## src/rtl/union_find_vertex.sv

```systemverilog
// union_find_vertex: per-vertex union-find unit (syndrome load, one-step cluster growth, min-root merge)
// Ports:
//   clk, reset                 clock, asynchronous active-high reset
//   stage                      global stage: 0 IDLE, 1 MEASUREMENT_LOADING, 2 GROW_BOUNDARY, 3 MERGE, 4..7 reserved
//   measurement                syndrome bit loaded in MEASUREMENT_LOADING
//   neighbor_fully_grown       per-link fully-grown flag
//   neighbor_old_root          far-side root per link, slice i = [i*ADDRESS_WIDTH +: ADDRESS_WIDTH]
//   neighbor_is_odd_cluster    per-link odd flag
//   neighbor_increase          one-cycle grow strobe per link
//   old_root_out, root         current root (same register)
//   is_odd_cluster             vertex belongs to an odd cluster
//   busy                       root or odd flag changed on the last update
//   root_change_count          saturating count of MERGE root changes (only with UNION_FIND_VERTEX_ROOT_COUNT_EN)
module union_find_vertex #(
  parameter int unsigned ADDRESS_WIDTH  = 12,
  parameter int unsigned NEIGHBOR_COUNT = 4,
  parameter int unsigned ADDRESS        = 0
) (
  input  logic                                    clk,
  input  logic                                    reset,
  input  logic [2:0]                              stage,
  input  logic                                    measurement,
  input  logic [NEIGHBOR_COUNT-1:0]               neighbor_fully_grown,
  input  logic [NEIGHBOR_COUNT*ADDRESS_WIDTH-1:0] neighbor_old_root,
  input  logic [NEIGHBOR_COUNT-1:0]               neighbor_is_odd_cluster,
  output logic [NEIGHBOR_COUNT-1:0]               neighbor_increase,
  output logic [ADDRESS_WIDTH-1:0]                old_root_out,
  output logic                                    is_odd_cluster,
  output logic [ADDRESS_WIDTH-1:0]                root,
  output logic                                    busy
`ifdef UNION_FIND_VERTEX_ROOT_COUNT_EN
  ,
  output logic [7:0]                              root_change_count
`endif
);
  localparam logic [2:0] ST_IDLE  = 3'd0;
  localparam logic [2:0] ST_LOAD  = 3'd1;
  localparam logic [2:0] ST_GROW  = 3'd2;
  localparam logic [2:0] ST_MERGE = 3'd3;
  localparam logic [ADDRESS_WIDTH-1:0] OWN = ADDRESS_WIDTH'(ADDRESS);
  logic [ADDRESS_WIDTH-1:0]  root_q, root_d, cand;
  logic                      odd_q, odd_d, busy_q, busy_d;
  logic [NEIGHBOR_COUNT-1:0] inc_q, inc_d;
  logic [2:0]                prev_stage_q;
  always_comb begin
    cand = '1;
    for (int i = 0; i < int'(NEIGHBOR_COUNT); i++)
      if (neighbor_fully_grown[i] && neighbor_old_root[i*ADDRESS_WIDTH +: ADDRESS_WIDTH] < cand)
        cand = neighbor_old_root[i*ADDRESS_WIDTH +: ADDRESS_WIDTH];
  end
  // cand is only meaningful with at least one grown link; the '1 default never wins then
  always_comb begin
    root_d = root_q;
    odd_d  = odd_q;
    inc_d  = '0;
    busy_d = 1'b0;
    if (stage == ST_LOAD) begin
      root_d = OWN;
      odd_d  = measurement;
    end else if (stage == ST_GROW) begin
      inc_d = (stage != prev_stage_q) ? ({NEIGHBOR_COUNT{odd_q}} & ~neighbor_fully_grown) : '0;
    end else if (stage == ST_MERGE) begin
      root_d = (|neighbor_fully_grown && cand < root_q) ? cand : root_q;
      odd_d  = odd_q | |(neighbor_fully_grown & neighbor_is_odd_cluster);
      busy_d = (root_d != root_q) | (odd_d != odd_q);
    end
  end
  always_ff @(posedge clk or posedge reset) begin
    if (reset) begin
      root_q       <= OWN;
      odd_q        <= 1'b0;
      inc_q        <= '0;
      busy_q       <= 1'b0;
      prev_stage_q <= ST_IDLE;
    end else begin
      root_q       <= root_d;
      odd_q        <= odd_d;
      inc_q        <= inc_d;
      busy_q       <= busy_d;
      prev_stage_q <= stage;
    end
  end
`ifdef UNION_FIND_VERTEX_ROOT_COUNT_EN
  logic [7:0] cnt_q, cnt_d;
  always_comb
    cnt_d = (stage == ST_LOAD) ? 8'd0 :
            (stage == ST_MERGE && root_d != root_q && cnt_q != 8'hff) ? cnt_q + 8'd1 : cnt_q;
  always_ff @(posedge clk or posedge reset) begin
    if (reset) cnt_q <= 8'd0;
    else       cnt_q <= cnt_d;
  end
  assign root_change_count = cnt_q;
`endif
  assign neighbor_increase = inc_q;
  assign old_root_out      = root_q;
  assign root              = root_q;
  assign is_odd_cluster    = odd_q;
  assign busy              = busy_q;
endmodule

```

## config.mk

```make
export PLATFORM = sky130hd
export DESIGN_NAME = union_find_vertex
export DESIGN_NICKNAME = d
export VERILOG_FILES = /design/src/rtl/union_find_vertex.sv
export SDC_FILE = /design/constraint.sdc
export NUM_CORES = 1
export LEC_CHECK = 0
export BUFFER_PORTS_ARGS = -buffer_cell sky130_fd_sc_hd__buf_2
export CORE_MARGIN = 2
export CORE_UTILIZATION = 53
export CTS_CLUSTER_DIAMETER = 200
export DETAILED_ROUTE_END_ITERATION = 7
export GPL_TIMING_DRIVEN = 0
export MAX_ROUTING_LAYER = met4
export PLACE_DENSITY = 0.83
export SKIP_CTS_REPAIR_TIMING = 1
export SLEW_MARGIN = 20
export SYNTH_ARGS = -nofsm -noshare
export SYNTH_HDL_FRONTEND = slang
export SYNTH_SLANG_ARGS = --single-unit
export TNS_END_PERCENT = 1
```

## constraint.sdc

```tcl
create_clock -name clk -period 2.62 [get_ports clk]
set_input_delay 0.131 -clock clk [delete_from_list [all_inputs] [get_ports clk]]
set_output_delay 0.131 -clock clk [all_outputs]
set_load 0.02 [all_outputs]
```

==> impl_metrics.sql <==
INSERT INTO impl_metrics (metric_group, metric, value, unit) VALUES
('worst_setup_path', 'worst_setup_path_end_kind', 'register', ''),
('die', 'initial_core_util', '56.0', '%'),
('worst_setup_path', 'timing.reg2reg.setup_slack', '0.39', 'ns'),
('timing', 'final_min_period', '7.21', 'ns'),
('timing', 'tightestPinTransition', '0.806', 'ns'),
('die', 'pin_count', '92', ''),
('worst_setup_path', 'timing.setup.critical_path_class', 'in -> reg', ''),
('synthesis', 'synth_fp_nets', '447', ''),
('timing', 'fin_skew', '0.00105', 'ns'),
('power_and_ir_drop', 'irDropWorstVdd', '0.616', 'mV'),
('worst_hold_path', 'timing.hold.worst.class', 'in -> async', ''),
('synthesis', 'syn_inst', '343', ''),
('global_route', 'grt_pass1_vias', '2900', ''),
('worst_setup_path', 'critical_path_depth', '35', ''),
('timing', 'report.final.slew_viol_count', '0', ''),
('worst_setup_path', 'critical_path.endpoint', 'old_root_out[5]', ''),
('synthesis', 'synth_sequential_area_ratio', '18.2', '%'),
('clock_tree', 'numCtsBuffers', '3', ''),
('timing', 'setup_viol_count_final', '13', ''),
('die', 'die-height', '77.9', 'um'),
('clock_tree', 'cts_root_buffer', 'sky130_fd_sc_hd__clkbuf_8', ''),
('timing', 'final.setup.worst_slack', '-4.59', 'ns'),
('worst_setup_path', 'source_of_the_critical_timing_path', 'neighbor_fully_grown[0]', ''),
('drt', 'drc', '0', ''),
('outcome', 'result_of_the_run', 'complete, but fails checks', ''),
('outcome', 'violations', 'setup timing', ''),
('synthesis', 'number_of_flip_flops_and_latches_in_the_synthesized_netlist', '21', ''),
('timing', 'maximum_clock_rate', '0.139', 'GHz'),
('final_layout', 'area.growth.synth_to_final', '46.2', '%'),
('clock_tree', 'clk_latency', '0.27', 'ns'),
('timing', 'part_of_the_cycle_the_worst_path_needs', '275', '%'),
('die', 'floorplan.rows', '26', ''),
('drt', 'num_vias', '3428', ''),
('final_layout', 'final_design_area_no_fill', '4230', 'um2'),
('global_route', 'initial_antenna_violation_count', '1', ''),
('final_layout', 'fraction_of_layout_cells_with_a_size_suffix_above_1', '47.5', '%'),
('power_and_ir_drop', 'static-leakage-power', '2.11', 'nW'),
('die', 'design.die.area', '6070', 'um2'),
('final_layout', 'mostFrequentLayoutCells', 'sky130_fd_sc_hd__buf_2 (92), sky130_fd_sc_hd__buf_4 (36), sky130_fd_sc_hd__ha_1 (33)', ''),
('place', 'placed_area', '3610', 'um2'),
('synthesis', 'synth_ff_type', 'sky130_fd_sc_hd__dfrtp_1', ''),
('worst_setup_path', 'path_delay_family', 'compound AO/OA/AOI/OAI gates', ''),
('worst_setup_path', 'setup.worst_path.start_class', 'primary input', ''),
('global_route', 'globalRouteOverflowTotal', '0', ''),
('clock_tree', 'h_tree_levels', '1', ''),
('worst_setup_path', 'worst-path-buf-inv', '6', ''),
('final_layout', 'finish.net_count', '570', ''),
('final_layout', 'layout.filler_cells', '286', ''),
('synthesis', 'post-synth-top-area-cell', 'sky130_fd_sc_hd__dfrtp_1', ''),
('drt', 'route.detailed.vias_per_inst', '6.40', ''),
('worst_setup_path', 'worst_r2r_startpoint', 'old_root_out[9]', ''),
('worst_setup_path', 'worstRegToRegCells', '8', ''),
('run', 'max-cap-violations', '0', ''),
('place', 'dp.final_hpwl', '6.49', 'mm'),
('drt', 'dr.pass1.iters', '8', ''),
('drt', 'totalWireLength', '10.6', 'mm'),
('timing', 'report.final.hold_viol_count', '0', ''),
('synthesis', 'post_synth.cell_area_avg', '8.44', 'um2'),
('global_route', 'combined_global_route_utilization_of_all_metal_layers', '27.3', '%'),
('synthesis', 'synth_top_cell_area_share', '18.2', '%'),
('synthesis', 'synth_async_sr_flop_share', '100', '%'),
('worst_setup_path', 'worst_ep_arrival_time', '7.37', 'ns'),
('global_route', 'grt_first_pass_wirelength', '13.1', 'mm'),
('synthesis', 'synth_edf_count', '0', ''),
('synthesis', 'yosys-top-cells-area', 'sky130_fd_sc_hd__dfrtp_1 (18%), sky130_fd_sc_hd__ha_1 (18%), sky130_fd_sc_hd__nor2_1 (4.3%)', ''),
('clock_tree', 'tritoncts', 'built', ''),
('die', 'floorplan.die.width', '77.9', 'um'),
('timing', 'grt_setup_unrepaired', 'yes', ''),
('synthesis', 'post_synth_num_cell_types', '56', ''),
('worst_setup_path', 'crit_required', '2.78', 'ns'),
('place', 'io_buffers', '91', '');
## kinds of logic (layout without fill, tap and decap cells)
| kind of cell | after synthesis | in the layout | share of synthesized area, % |
|---|---|---|---|
| muxes | 6 | 6 | 2.29 |
| and+or+nand+nor | 109 | 109 | 20.5 |
| other | 0 | 1 | 0 |
| DFF | 21 | 21 | 18.2 |
| AOI/OAI and AO/OA | 99 | 99 | 27.9 |
| adders and majority gates | 42 | 42 | 18.2 |
| xor gates and xnor gates | 13 | 13 | 3.93 |
| buffers and inverters | 53 | 175 | 9.08 |
## stage by stage
step	power [mW]	hold slack (ns)	setup TNS (ns)	util, %	cells
after floorplan	1.83	0.108	-51.34	-	343
after global placement	2.23	0.281	-62.28	69.8	504
after detailed placement	2.29	0.283	-63.53	69.8	504
after CTS	2.54	0.0138	-60.80	70.7	508
after global routing	3.15	0.00931	-61.62	81.8	536
final	3.00	0.00484	-58.54	81.8	536
## Yosys cell counts, drive strengths merged, types with 3 or more instances
master / n
o21a: 3
clkbuf: 3
o31ai: 5
a211oi: 5
buf: 18
nand2b: 9
inv: 32
a22o: 7
o211ai: 9
dfrtp: 21
o221ai: 5
mux2: 5
and3: 14
and2: 3
xnor2: 12
nor2: 34
a21oi: 18
o21ai: 8
nand2: 12
a21boi: 3
nand3: 7
a21o: 17
ha: 42
o31a: 4
nand4: 7
nor2b: 15
nor4: 3
## registers in the layout, indices dropped and copies added, names as in the netlist
signal and count:
prev_stage_q 3, is_odd_cluster 1, neighbor_increase 4, busy 1, old_root_out 12
## how the worst min path moves through the flow
stage          startpoint              end  slack [ns]  cells after the start
6_report            reset  prev_stage_q[1]       0.005                      2
5_1_grt          stage[0]  prev_stage_q[0]       0.009                      1
4_1_cts          stage[0]  prev_stage_q[0]        0.01                      1
3_5_place_dp     stage[0]  prev_stage_q[0]        0.28                      1
3_3_place_gp     stage[2]  prev_stage_q[2]        0.28                      1
2_1_floorplan       reset             busy        0.11                      1
## power breakdown
group          internal [mW]  switching (mW)
Clock                  0.106           0.119
Sequential             0.416           0.118
Combinational           1.01            1.23
Total                   1.54            1.46
## metal layers
layer / GRT usage (%) / share of wire [%]
met5: - / 0
met4: 4.91 / 5.4
met3: 3.72 / 9.6
met2: 47.2 / 47
met1: 34.5 / 38
## final cells by class
| type | count | area (um2) | area share [%] |
|---|---|---|---|
| Tap cell | 70 | 87.6 | 2.07 |
| Clock buffer | 3 | 41.3 | 0.976 |
| Inverter | 32 | 120 | 2.84 |
| Sequential cell | 21 | 526 | 12.4 |
| Buffer | 21 | 205 | 4.85 |
| Multi-Input combinational cell | 269 | 2540 | 60.0 |
| Timing Repair Buffer | 118 | 704 | 16.7 |
| Antenna cell | 1 | 2.50 | 0.0592 |
| Clock inverter | 1 | 5.00 | 0.118 |
Note: power is estimated with default switching activity, not from simulation.
